$ cat config.mk
export PLATFORM = sky130hd
export DESIGN_NAME = video_line_reader_flat
export DESIGN_NICKNAME = d
export VERILOG_FILES = /design/src/rtl/video_line_reader_if.sv /design/src/rtl/video_line_reader.sv /design/src/flat_wrapper.sv
export SDC_FILE = /design/constraint.sdc
export NUM_CORES = 1
export LEC_CHECK = 0
export CAP_MARGIN = 40
export CORE_MARGIN = 2
export CORE_UTILIZATION = 28
export CTS_BUF_LIST = sky130_fd_sc_hd__clkbuf_4
export CTS_CLUSTER_DIAMETER = 200
export DETAILED_ROUTE_END_ITERATION = 8
export GPL_TIMING_DRIVEN = 0
export PLACE_DENSITY = 0.59
export SYNTH_ARGS = -nofsm -noshare
export SYNTH_HDL_FRONTEND = slang
export SYNTH_SLANG_ARGS = --single-unit
$ cat constraint.sdc
create_clock -name clock -period 3.5 [get_ports clock]
set_input_delay 0.525 -clock clock [delete_from_list [all_inputs] [get_ports clock]]
set_output_delay 0.525 -clock clock [all_outputs]
set_load 0.005 [all_outputs]
$ cat src/rtl/video_line_reader_if.sv
// Handshake and data bundle between the line reader, its RAM and the video sinks.
// master = reader side, slave = capture/RAM/encoder side.
interface video_line_reader_if #(
  parameter int ADDR_BITS  = 18,
  parameter int DATA_WIDTH = 24
);
  logic                  starttrigger;
  logic                  add_line;
  logic                  h_double;
  logic                  v_double;
  logic [DATA_WIDTH-1:0] rddata;
  logic [ADDR_BITS-1:0]  rdaddr;
  logic [DATA_WIDTH-1:0] pixel;
  logic                  hsync;
  logic                  vsync;
  logic                  de;
  logic                  frame_start;
  logic                  running;

  modport master (
    input  starttrigger, add_line, h_double, v_double, rddata,
    output rdaddr, pixel, hsync, vsync, de, frame_start, running
  );

  modport slave (
    output starttrigger, add_line, h_double, v_double, rddata,
    input  rdaddr, pixel, hsync, vsync, de, frame_start, running
  );
endinterface

$ cat src/rtl/video_line_reader.sv
// Line-buffer RAM reader with full raster timing and optional pixel doubling.
// Define VIDEO_LINE_READER_SCANLINES_EN to dim the second line of each v-doubled pair.
module video_line_reader #(
  parameter int H_VISIBLE    = 640,
  parameter int H_TOTAL      = 800,
  parameter int H_SYNC_START = 656,
  parameter int H_SYNC_WIDTH = 96,
  parameter bit H_SYNC_POL   = 1'b0,
  parameter int V_VISIBLE    = 480,
  parameter int V_TOTAL      = 525,
  parameter int V_TOTAL_ALT  = 526,
  parameter int V_SYNC_START = 490,
  parameter int V_SYNC_WIDTH = 2,
  parameter bit V_SYNC_POL   = 1'b0,
  parameter int X_OFFSET     = 0,
  parameter int Y_OFFSET     = 0,
  parameter int LINE_LENGTH  = 640,
  parameter int NUM_WORDS    = 245760,
  parameter int ADDR_BITS    = 18,
  parameter int DATA_WIDTH   = 24,
  parameter int RAM_LATENCY  = 2
) (
  input  logic clock,
  input  logic reset,
  video_line_reader_if.master bus
);

  typedef logic [11:0] cnt_t;

  // Counter stages in front of the output register; the output
  // register itself provides the last cycle of RAM latency.
  localparam int PD = (RAM_LATENCY > 1) ? RAM_LATENCY - 1 : 1;

  localparam cnt_t HT_M1  = cnt_t'(H_TOTAL - 1);
  localparam cnt_t VT_M1  = cnt_t'(V_TOTAL - 1);
  localparam cnt_t VTA_M1 = cnt_t'(V_TOTAL_ALT - 1);
  localparam cnt_t HV     = cnt_t'(H_VISIBLE);
  localparam cnt_t VV     = cnt_t'(V_VISIBLE);
  localparam cnt_t XO     = cnt_t'(X_OFFSET);
  localparam cnt_t YO     = cnt_t'(Y_OFFSET);
  localparam cnt_t WX     = cnt_t'(H_VISIBLE - 2 * X_OFFSET);
  localparam cnt_t WY     = cnt_t'(V_VISIBLE - 2 * Y_OFFSET);
  localparam cnt_t HSS    = cnt_t'(H_SYNC_START);
  localparam cnt_t HSW    = cnt_t'(H_SYNC_WIDTH);
  localparam cnt_t VSS    = cnt_t'(V_SYNC_START);
  localparam cnt_t VSE    = cnt_t'(V_SYNC_START + V_SYNC_WIDTH);
  localparam cnt_t LL_M1  = cnt_t'(LINE_LENGTH - 1);

  localparam logic [ADDR_BITS:0] LL_W = (ADDR_BITS + 1)'(LINE_LENGTH);
  localparam logic [ADDR_BITS:0] NW_W = (ADDR_BITS + 1)'(NUM_WORDS);

  typedef enum logic {IDLE, RUN} state_t;

  typedef struct packed {
    cnt_t x;
    cnt_t y;
    logic win;
    logic run;
  } tap_t;

  state_t               state_q, state_d;
  logic [2:0]           cfg_q, cfg;
  cnt_t                 x_q, x_d, y_q, y_d;
  cnt_t                 col_q, col_d;
  logic                 hph_q, hph_d;
  logic                 vph_q, vph_d;
  logic [ADDR_BITS-1:0] base_q, base_d;
  logic [ADDR_BITS:0]   nb;
  tap_t                 pipe_q [PD];
  tap_t                 pipe_d [PD];
  tap_t                 cur, tap;
  logic                 hsync_q, hsync_d;
  logic                 vsync_q, vsync_d;
  logic                 de_q, de_d;
  logic                 fs_q, fs_d;
  logic                 gate_q, gate_d;
  logic                 run, change, win, x_end, y_end;
  logic                 vs_act;
  cnt_t                 vt_m1;
  logic [DATA_WIDTH-1:0] pix_src;

  function automatic logic in_y(input cnt_t y);
    return (y - YO) < WY;
  endfunction

  assign cfg    = {bus.add_line, bus.h_double, bus.v_double};
  assign change = cfg != cfg_q;
  assign run    = state_q == RUN;
  assign win    = ((x_q - XO) < WX) && in_y(y_q);
  assign vt_m1  = bus.add_line ? VTA_M1 : VT_M1;
  assign x_end  = x_q == HT_M1;
  assign y_end  = y_q == vt_m1;
  assign nb     = {1'b0, base_q} + LL_W;
  assign cur    = {x_q, y_q, win, run};
  assign tap    = (RAM_LATENCY > 1) ? pipe_q[PD-1] : cur;

  // Run/idle control, raster counters, column and line-base tracking.
  always_comb begin
    state_d = state_q;
    x_d     = x_q;
    y_d     = y_q;
    col_d   = col_q;
    hph_d   = hph_q;
    vph_d   = vph_q;
    base_d  = base_q;
    unique case (state_q)
      IDLE: if (!change && bus.starttrigger) state_d = RUN;
      RUN:  if (change) state_d = IDLE;
      default: state_d = IDLE;
    endcase
    if (state_q != RUN || state_d != RUN) begin
      x_d    = '0;
      y_d    = '0;
      col_d  = '0;
      hph_d  = 1'b0;
      vph_d  = 1'b0;
      base_d = '0;
    end else if (x_end) begin
      x_d   = '0;
      col_d = '0;
      hph_d = 1'b0;
      if (y_end) begin
        y_d    = '0;
        vph_d  = 1'b0;
        base_d = '0;
      end else begin
        y_d = y_q + 12'd1;
        if (in_y(y_q) && in_y(y_q + 12'd1)) begin
          if (bus.v_double && !vph_q) begin
            vph_d = 1'b1;
          end else begin
            vph_d  = 1'b0;
            base_d = (nb >= NW_W) ? '0 : nb[ADDR_BITS-1:0];
          end
        end
      end
    end else begin
      x_d = x_q + 12'd1;
      if (win) begin
        if (!bus.h_double || hph_q)
          col_d = (col_q == LL_M1) ? col_q : col_q + 12'd1;
        hph_d = bus.h_double ? ~hph_q : 1'b0;
      end
    end
  end

  // Counter delay line matching the RAM latency; cleared when idle.
  always_comb begin
    for (int i = 0; i < PD; i++) pipe_d[i] = '0;
    if (state_d == RUN) begin
      pipe_d[0] = cur;
      for (int i = 1; i < PD; i++) pipe_d[i] = pipe_q[i-1];
    end
  end

  // Sync, enable and pixel gate decoded from the delayed counters.
  always_comb begin
    vs_act  = ((tap.y == VSS) && (tap.x >= HSS))
           || ((tap.y > VSS) && (tap.y < VSE))
           || ((tap.y == VSE) && (tap.x < HSS));
    hsync_d = ~H_SYNC_POL;
    vsync_d = ~V_SYNC_POL;
    de_d    = 1'b0;
    fs_d    = 1'b0;
    gate_d  = 1'b0;
    if (state_d == RUN && tap.run) begin
      if ((tap.x - HSS) < HSW) hsync_d = H_SYNC_POL;
      if (vs_act) vsync_d = V_SYNC_POL;
      de_d   = (tap.x < HV) && (tap.y < VV);
      fs_d   = (tap.x == '0) && (tap.y == '0);
      gate_d = tap.win;
    end
  end

  // State, counter, pipeline and output registers.
  always_ff @(posedge clock) begin
    if (!reset) begin
      state_q <= IDLE;
      cfg_q   <= cfg;
      x_q     <= '0;
      y_q     <= '0;
      col_q   <= '0;
      hph_q   <= 1'b0;
      vph_q   <= 1'b0;
      base_q  <= '0;
      for (int i = 0; i < PD; i++) pipe_q[i] <= '0;
      hsync_q <= ~H_SYNC_POL;
      vsync_q <= ~V_SYNC_POL;
      de_q    <= 1'b0;
      fs_q    <= 1'b0;
      gate_q  <= 1'b0;
    end else begin
      state_q <= state_d;
      cfg_q   <= cfg;
      x_q     <= x_d;
      y_q     <= y_d;
      col_q   <= col_d;
      hph_q   <= hph_d;
      vph_q   <= vph_d;
      base_q  <= base_d;
      pipe_q  <= pipe_d;
      hsync_q <= hsync_d;
      vsync_q <= vsync_d;
      de_q    <= de_d;
      fs_q    <= fs_d;
      gate_q  <= gate_d;
    end
  end

`ifdef VIDEO_LINE_READER_SCANLINES_EN
  logic [PD-1:0]         vpipe_q, vpipe_d;
  logic                  vcur, vtap;
  logic                  scan_q, scan_d;
  logic [DATA_WIDTH-1:0] half_mask;

  assign vcur = run && bus.v_double && vph_q;
  assign vtap = (RAM_LATENCY > 1) ? vpipe_q[PD-1] : vcur;

  // Per-channel mask dropping the bit shifted in from the next channel.
  always_comb begin
    half_mask = '0;
    for (int i = 0; i < DATA_WIDTH; i++) half_mask[i] = (i % 8) != 7;
  end

  // Second-line phase delayed alongside the counters.
  always_comb begin
    vpipe_d = '0;
    scan_d  = 1'b0;
    if (state_d == RUN) begin
      vpipe_d = (vpipe_q << 1) | PD'(vcur);
      scan_d  = tap.run && vtap;
    end
  end

  // Phase pipeline and scanline select registers.
  always_ff @(posedge clock) begin
    if (!reset) begin
      vpipe_q <= '0;
      scan_q  <= 1'b0;
    end else begin
      vpipe_q <= vpipe_d;
      scan_q  <= scan_d;
    end
  end

  assign pix_src = scan_q ? ((bus.rddata >> 1) & half_mask) : bus.rddata;
`else
  assign pix_src = bus.rddata;
`endif

  assign bus.rdaddr      = (run && win) ? base_q + ADDR_BITS'(col_q) : '0;
  assign bus.pixel       = gate_q ? pix_src : '0;
  assign bus.hsync       = hsync_q;
  assign bus.vsync       = vsync_q;
  assign bus.de          = de_q;
  assign bus.frame_start = fs_q;
  assign bus.running     = run;

endmodule

$ cat src/flat_wrapper.sv
// flat-port wrapper written by rule: the top's interface ports become plain ports
module video_line_reader_flat 
#(
  parameter int H_VISIBLE    = 640,
  parameter int H_TOTAL      = 800,
  parameter int H_SYNC_START = 656,
  parameter int H_SYNC_WIDTH = 96,
  parameter bit H_SYNC_POL   = 1'b0,
  parameter int V_VISIBLE    = 480,
  parameter int V_TOTAL      = 525,
  parameter int V_TOTAL_ALT  = 526,
  parameter int V_SYNC_START = 490,
  parameter int V_SYNC_WIDTH = 2,
  parameter bit V_SYNC_POL   = 1'b0,
  parameter int X_OFFSET     = 0,
  parameter int Y_OFFSET     = 0,
  parameter int LINE_LENGTH  = 640,
  parameter int NUM_WORDS    = 245760,
  parameter int ADDR_BITS    = 18,
  parameter int DATA_WIDTH   = 24,
  parameter int RAM_LATENCY  = 2
)
  (clock, reset, bus_starttrigger, bus_add_line, bus_h_double, bus_v_double, bus_rddata, bus_rdaddr, bus_pixel, bus_hsync, bus_vsync, bus_de, bus_frame_start, bus_running);
  video_line_reader_if #(.ADDR_BITS(ADDR_BITS), .DATA_WIDTH(DATA_WIDTH)) bus_i ();
  input  logic clock;
  input  logic reset;
  input wire logic [$bits(bus_i.starttrigger)-1:0] bus_starttrigger;
  input wire logic [$bits(bus_i.add_line)-1:0] bus_add_line;
  input wire logic [$bits(bus_i.h_double)-1:0] bus_h_double;
  input wire logic [$bits(bus_i.v_double)-1:0] bus_v_double;
  input wire logic [$bits(bus_i.rddata)-1:0] bus_rddata;
  output wire logic [$bits(bus_i.rdaddr)-1:0] bus_rdaddr;
  output wire logic [$bits(bus_i.pixel)-1:0] bus_pixel;
  output wire logic [$bits(bus_i.hsync)-1:0] bus_hsync;
  output wire logic [$bits(bus_i.vsync)-1:0] bus_vsync;
  output wire logic [$bits(bus_i.de)-1:0] bus_de;
  output wire logic [$bits(bus_i.frame_start)-1:0] bus_frame_start;
  output wire logic [$bits(bus_i.running)-1:0] bus_running;
  assign bus_i.starttrigger = bus_starttrigger;
  assign bus_i.add_line = bus_add_line;
  assign bus_i.h_double = bus_h_double;
  assign bus_i.v_double = bus_v_double;
  assign bus_i.rddata = bus_rddata;
  assign bus_rdaddr = bus_i.rdaddr;
  assign bus_pixel = bus_i.pixel;
  assign bus_hsync = bus_i.hsync;
  assign bus_vsync = bus_i.vsync;
  assign bus_de = bus_i.de;
  assign bus_frame_start = bus_i.frame_start;
  assign bus_running = bus_i.running;
  video_line_reader #(.H_VISIBLE(H_VISIBLE), .H_TOTAL(H_TOTAL), .H_SYNC_START(H_SYNC_START), .H_SYNC_WIDTH(H_SYNC_WIDTH), .H_SYNC_POL(H_SYNC_POL), .V_VISIBLE(V_VISIBLE), .V_TOTAL(V_TOTAL), .V_TOTAL_ALT(V_TOTAL_ALT), .V_SYNC_START(V_SYNC_START), .V_SYNC_WIDTH(V_SYNC_WIDTH), .V_SYNC_POL(V_SYNC_POL), .X_OFFSET(X_OFFSET), .Y_OFFSET(Y_OFFSET), .LINE_LENGTH(LINE_LENGTH), .NUM_WORDS(NUM_WORDS), .ADDR_BITS(ADDR_BITS), .DATA_WIDTH(DATA_WIDTH), .RAM_LATENCY(RAM_LATENCY)) u_core (.clock(clock), .reset(reset), .bus(bus_i));
endmodule
==> out/metrics.yaml, run 1 <==
globalRouteOverflowTotal: 0
critical_path_class: "flop to output port"
layout-drive-gt1-share_pct: 6.59
die_width_um: 127
hold_class: "flop to flop"
final-max-slew-violation-count: 0
post-route-drc-count: 0
synthDominantAreaCellType: "sky130_fd_sc_hd__dfxtp_1"
design.final.nets: 615
ant_nets: 0
route.final.wire_length_mm: 10.1
cts-root-buf: "sky130_fd_sc_hd__clkbuf_4"
clkLatencyLatePin_ns: 0.43
grt_start_max_net_pins: 16
detail_route.iter0.violations: 134
layout_worst_path_cycle_share_pct: 92.7
yosys_register_bits: 84
total_power_per_unit_cell_area_nw_per_um2: 295
tmin_final_ns: 3.25
placedCellCount: 747
antenna_found_initial: 0
fillCellCount: 1493
commonest_cells_post_synth: "84 x sky130_fd_sc_hd__dfxtp_1, 54 x sky130_fd_sc_hd__nor2_1, 50 x sky130_fd_sc_hd__and2_1"
die_h_um: 127
clkTransAtPathRegs_ns: 0.13
buffer_ports.inserted: 76
p_switching_mw: 0.365
switching_share_pct: 23.1
tightestPinTransition_ns: 0.743
htree_num_levels: 3
post_route_clock_skew_ns: 0.00919
post_drt_via_cell_ratio: 4.85
setup_repair_after_global_routing_missed_its_margin: "false"
cp_cell_sequence: "ha_1, or3_1, a31oi_1, o21bai_1, o21ai_0, xor2_1, nor2_1, clkdlybuf4s50_1"
hpwl_after_detailed_placement_mm: 7.72
mapped_area_um2: 4230
detail_route.first_pass.iterations: 4
diodes: 0
yosys_most_used_dff: "sky130_fd_sc_hd__dfxtp_1"
numCtsBuffers: 9
p_leak_nw: 1.88
core_region_area_um2: 14600
grt_pass1_vias: 3664
synth_async_sr_flop_share_pct: 0
syn_avg_cell_area_um2: 8.68
detailroute.via_count: 3690
yosys.cell_types.count: 55
placement_rows: 44
max-cap-violations: 0
ios: 77
max_slew_margin_pct: 50.1
end_kind: "output port"
tns_ns: 0
outcome: "finished clean"
critPathArrivalTime_ns: 2.72
globalRouteTotalUtil_pct: 12.8
layout.cells.non_filler: 761
share_seq_of_total_power_pct: 60.9
avgRoutedWirePerCell_um: 13.3
slowest_stage: "sky130_fd_sc_hd__clkdlybuf4s50_1"
tritoncts: "yes"
finalSetupViolCount: 0
placedInstanceArea_um2: 5220
max_freq_mhz: 308
grt_pass1_wl_mm: 17.1
syn_inst: 487
cts_num_sinks: 84
place_congestion: 0.854
die-area_um2: 16100
synth.area.top_cells: "sky130_fd_sc_hd__dfxtp_1 40%, sky130_fd_sc_hd__and2_1 7.4%, sky130_fd_sc_hd__xor2_1 5.0%"
worstSetupStartpointType: "flop"
synth.yosys.warnings: 0
clock_power_share_pct: 36.0
clock_tree.buffer_depth: 2
area.growth.synth_to_final_pct: 26.8
crit_fanout: 5
worst_supply_voltage_drop_on_vdd_mv: 0.139
worst_ep_required_time_ns: 2.97
p_comb_share_pct: 3.1
p_int_mw: 1.21
syn-num-nets: 530
finalHoldViolations: 0
number_of_flops_mapped_to_enable_cells_by_yosys: 0
final_area_um2: 5360
critical-path-max-stage-delay_ns: 0.50
initial_core_util_pct: 28.9
synthDominantCellAreaShare_pct: 39.8
yosys.cell_count.top_type: "sky130_fd_sc_hd__dfxtp_1"
yosysSeqAreaShare_pct: 39.8
-- state kept, by name (all words and copies together), names as in the netlist --
signal / count
u_core.bus.frame_start: 1
u_core.hph_q: 1
u_core.vph_q: 1
u_core.bus.hsync: 1
u_core.bus.running: 1
u_core.gate_q: 1
u_core.cfg_q: 3
u_core.bus.de: 1
u_core.col_q: 12
u_core.base_q: 11
u_core.pipe_q: 26
u_core.y_q: 12
u_core.x_q: 12
u_core.bus.vsync: 1
-- final timing paths --
path,cells after the start,endpoint,from,slack (ns)
setup reg to reg,8,u_core.base_q[12],u_core.x_q[0],1.00
setup / recovery,8,bus_rdaddr[14],u_core.base_q[7],0.25
hold reg to reg,1,u_core.bus.frame_start,u_core.pipe_q[6],0.45
hold / removal,1,u_core.bus.frame_start,u_core.pipe_q[6],0.45
-- through the flow --
stage          setup WS (ns)  hold WS [ns]  util (%)  power (mW)
3_3_place_gp           0.319         0.417      35.6        1.03
3_5_place_dp           0.339         0.422      35.6        1.03
4_1_cts              0.00129         0.446      36.6        1.60
6_report               0.254         0.451      36.6        1.58
5_1_grt               0.0453         0.456      36.6        1.64
2_1_floorplan           1.29         0.379         -       0.993
-- cells in the final DEF, fill, tap and decap left out, types with 4 or more instances in the layout --
cell type	instances
sky130_fd_sc_hd__dfxtp_1	84
sky130_fd_sc_hd__clkdlybuf4s50_1	76
sky130_fd_sc_hd__nor2_1	54
sky130_fd_sc_hd__and2_1	50
sky130_fd_sc_hd__nand2_1	41
sky130_fd_sc_hd__xor2_1	24
sky130_fd_sc_hd__nand3_1	18
sky130_fd_sc_hd__o21ai_0	17
sky130_fd_sc_hd__xnor2_1	16
sky130_fd_sc_hd__nand4_1	14
sky130_fd_sc_hd__and3_1	13
sky130_fd_sc_hd__inv_1	13
sky130_fd_sc_hd__ha_1	13
sky130_fd_sc_hd__a21oi_1	11
sky130_fd_sc_hd__clkbuf_1	10
sky130_fd_sc_hd__nor3_1	9
sky130_fd_sc_hd__clkbuf_4	9
sky130_fd_sc_hd__or3_1	7
sky130_fd_sc_hd__o21ai_1	6
sky130_fd_sc_hd__o31ai_2	6
sky130_fd_sc_hd__o21bai_1	5
sky130_fd_sc_hd__nor4b_1	5
sky130_fd_sc_hd__nor4_1	5
sky130_fd_sc_hd__o2bb2a_1	5
sky130_fd_sc_hd__a31oi_1	4
sky130_fd_sc_hd__nor2b_1	4
sky130_fd_sc_hd__o31ai_1	4
-- worst max-delay path: cells and delay by family, from the launching register on --
family | cells | cell delay [ns]
compound gates | 3 | 0.59
buf+inv | 1 | 0.50
simple gates | 2 | 0.48
flops | 1 | 0.38
fa+ha+maj | 1 | 0.24
xor+xnor | 1 | 0.10
-- cell families (layout without fill, tap and decap cells) --
kind of cell	after synthesis	count (layout)	synth area share [%]
buffers and inverters	29	119	2.93
XOR/XNOR	40	40	8.29
flip-flops	84	84	39.8
AO/OA/AOI/OAI	79	79	14.2
adder cells (fa/ha/maj)	13	13	3.85
multiplexers	2	2	0.503
other	1	1	0.0887
AND/OR/NAND/NOR	239	239	30.4
-- power by group through the flow --
stage / sequential [mW] / combinational (mW) / clock, mW
floorplan: 0.981 / 0.0117 / 0
global placement: 0.982 / 0.0496 / 0
detailed placement: 0.982 / 0.0500 / 0
CTS: 0.961 / 0.0503 / 0.591
global route: 0.961 / 0.0541 / 0.629
finish: 0.960 / 0.0496 / 0.568
-- layout make-up --
type	instances	area, um^2	share of cell area (%)
Clock inverter	7	75.1	1.40
Timing Repair Buffer	76	761	14.2
Clock buffer	9	67.6	1.26
Multi-Input combinational cell	374	2430	45.3
Tap cell	184	230	4.30
Buffer	13	65.1	1.21
Sequential cell	84	1680	31.4
Inverter	14	52.6	0.981
-- layer usage --
metal,up-vias,track usage [%],share of wire [%]
met5,-,0,0
met4,0,4.59,1.7
met3,15,3.63,6.1
met2,110,21.3,45
met1,1689,15.8,48
li1,1876,-,-
-- timing repair --
item                                    CTS  global route
gates resized for setup                   1             2
hold buffers                              0             0
endpoints found under the setup margin   10            11
buffers inserted                          0             0
pin swaps                                 0             1
Power figures use the tool's default switching activity.
==> inputs of run 2 (changes only) <==
DONT_BUFFER_PORTS = 1   (was default)
PLACE_DENSITY = 0.52   (was 0.59)
SLEW_MARGIN = 10   (was default)
clock period = 4.2 ns   (was 3.5 ns; I/O delays follow)
==> run 2 against run 1 <==
  * Worst setup slack better by 0.78 ns
  * Highest routed layer unchanged
  * Final cell count down 9.6%
  * Sequential share of layout area up 5.2 points
  * Global-route usage down 0.14 points
  * Critical path depth down 2
  * Via count down 6.3%
  * Hold slack worse by 0.25 ns
  * Critical path type unchanged
  * Core utilization down 5.2 points
  * Non-clock buffer count down 74
  * Wire length down 0.18%
  * Power down 19%
==> out/metrics.yaml, run 2 (synthesis results as in run 1) <==
switching_share_pct: 22.8  # -0.29 points
hpwl_after_detailed_placement_mm: 7.63  # -1.2%
avgRoutedWirePerCell_um: 14.7  # +10%
clkLatencyLatePin_ns: 0.44  # about the same
grt_start_max_net_pins: 15  # -1
layout-drive-gt1-share_pct: 6.56  # -0.025 points
fillCellCount: 1549  # +3.8%
p_switching_mw: 0.293  # -20%
place_congestion: 0.874  # +2.3%
ant_nets: 0  # unchanged
placedInstanceArea_um2: 4460  # -15%
grt_pass1_wl_mm: 16.5  # -3.7%
layout_worst_path_cycle_share_pct: 75.4
tmin_final_ns: 3.17
max-cap-violations: 0  # unchanged
critPathArrivalTime_ns: 2.54  # -0.18 ns
layout.cells.most_common: "sky130_fd_sc_hd__dfxtp_1"
post_drt_via_cell_ratio: 5.03  # +3.7%
detailroute.via_count: 3459  # -6.3%
total_power_per_unit_cell_area_nw_per_um2: 279  # -5.2%
largest_register: "u_core.pipe_q"
p_total_mw: 1.28  # -19%
end_kind: "output port"
design.final.nets: 541  # -12%
commonest_non_fill_non_tap_cells_in_the_layout: "84 x sky130_fd_sc_hd__dfxtp_1, 54 x sky130_fd_sc_hd__nor2_1, 50 x sky130_fd_sc_hd__and2_1"
clock_tree.buffer_depth: 2  # unchanged
worst_ep_required_time_ns: 3.57  # +0.60 ns
hold_buffers: 0  # unchanged
grt_pass1_vias: 3277  # -11%
p_int_mw: 0.991  # -18%
die_width_um: 127  # unchanged
layout_setup_ws_ns: 1.03  # +0.778 ns
final_core_util_pct: 31.4  # -5.2 points
post-cts-setup-buffer-count: 0  # unchanged
setup_repair_after_global_routing_missed_its_margin: "false"
hold_class: "input port to flop"
globalRouteOverflowTotal: 0  # unchanged
clock_power_share_pct: 36.6  # +0.6 points
largest_register_ff_count: 26  # unchanged
die_h_um: 127  # unchanged
outcome: "finished clean"
finalHoldViolations: 0  # unchanged
core_region_area_um2: 14600  # unchanged
cts_num_sinks: 84  # unchanged
dp_slack_ns: 1.38  # +1.04 ns
post-route-drc-count: 0  # unchanged
route.final.wire_length_mm: 10.1  # -0.18%
post_route_clock_skew_ns: 0.0250  # +0.0158 ns
htree_num_levels: 3  # unchanged
crit_fanout: 10  # +5
clkTransAtPathRegs_ns: 0.14  # about the same
tritoncts: "yes"
max_slew_margin_pct: 44.8  # -5.3 points
numCtsBuffers: 9  # unchanged
p_comb_share_pct: 1.0  # -2.1 points
ios: 77  # unchanged
final-max-slew-violation-count: 0  # unchanged
p_leak_nw: 1.61  # -15%
finalSetupViolCount: 0  # unchanged
worstSetupStartpointType: "flop"
detail_route.first_pass.iterations: 4  # unchanged
final_area_um2: 4600  # -14%
max_freq_mhz: 316
antenna_found_initial: 1  # +1
placement_rows: 44  # unchanged
tightestPinTransition_ns: 0.822  # +0.0795 ns
area.growth.synth_to_final_pct: 8.76
initial_core_util_pct: 28.9  # unchanged
buffer_ports.inserted: 0  # -100%
detail_route.iter0.violations: 144  # +7.5%
tns_ns: 0  # unchanged
critical_path_class: "flop to output port"
share_seq_of_total_power_pct: 62.4  # +1.5 points
globalRouteTotalUtil_pct: 12.6  # -0.14 points
worst_supply_voltage_drop_on_vdd_mv: 0.107  # -23%
cts-root-buf: "sky130_fd_sc_hd__clkbuf_4"
ctsResizeCount: 0  # -1
die-area_um2: 16100  # unchanged
## run 2: changes by cell type in the layout (fill, tap and decap cells not counted), sizes merged
cell | before | now
clkinvlp | 3 | 1
clkbuf | 20 | 23
diode | 0 | 1
clkinv | 1 | 3
clkdlybuf4s50 | 76 | 0
inv | 16 | 15
## run 2: stage by stage
stage / instances / hold WS [ns]
5_1_grt: 687 / 0.153
4_1_cts: 687 / 0.172
3_5_place_dp: 671 / 0.420
2_1_floorplan: 487 / 0.379
6_report: 688 / 0.204
3_3_place_gp: 671 / 0.427
## run 2: area by class of cell
class                           count  area, um^2  share of cell area (%)
Inverter                           14        52.6                    1.14
Sequential cell                    84        1680                    36.6
Multi-Input combinational cell    374        2420                    52.7
Clock inverter                      6        62.6                    1.36
Antenna cell                        1        2.50                  0.0544
Buffer                             15        71.3                    1.55
Clock buffer                       10        75.1                    1.63
Tap cell                          184         230                    5.01
## run 2: worst max-delay path: stages, from the launching register on
cell                       delay [ns]
sky130_fd_sc_hd__dfxtp_1         0.41
sky130_fd_sc_hd__nor3_1          0.38
sky130_fd_sc_hd__nand4_1         0.30
sky130_fd_sc_hd__inv_1           0.31
sky130_fd_sc_hd__nand2_1         0.16
sky130_fd_sc_hd__clkbuf_1        0.27
sky130_fd_sc_hd__nor2_1          0.25
## run 2: final timing paths
kind	from	to	slack [ns]	cells past startpoint
worst max-delay path	u_core.y_q[10]	bus_rdaddr[2]	1.03	6
worst min register to register	u_core.pipe_q[6]	u_core.bus.frame_start	0.44	1
worst max register to register	u_core.x_q[0]	u_core.base_q[10]	1.64	8
worst min-delay path	bus_h_double	u_core.cfg_q[1]	0.20	0
## run 2: routing by layer
layer / global-route usage [%] / vias to the layer above / wire length, um
met5: 0 / - / 0
met2: 20.4 / 99 / 4680
met4: 4.27 / 0 / 166
met3: 3.54 / 13 / 604
li1: - / 1739 / -
met1: 16.3 / 1608 / 4670
## run 2: power by group through the flow
stage | combinational, mW | clock [mW] | sequential (mW)
2_1_floorplan | 0.00973 | 0 | 0.818
3_3_place_gp | 0.0137 | 0 | 0.818
3_5_place_dp | 0.0137 | 0 | 0.818
4_1_cts | 0.0138 | 0.489 | 0.801
5_1_grt | 0.0149 | 0.523 | 0.801
6_report | 0.0133 | 0.470 | 0.801
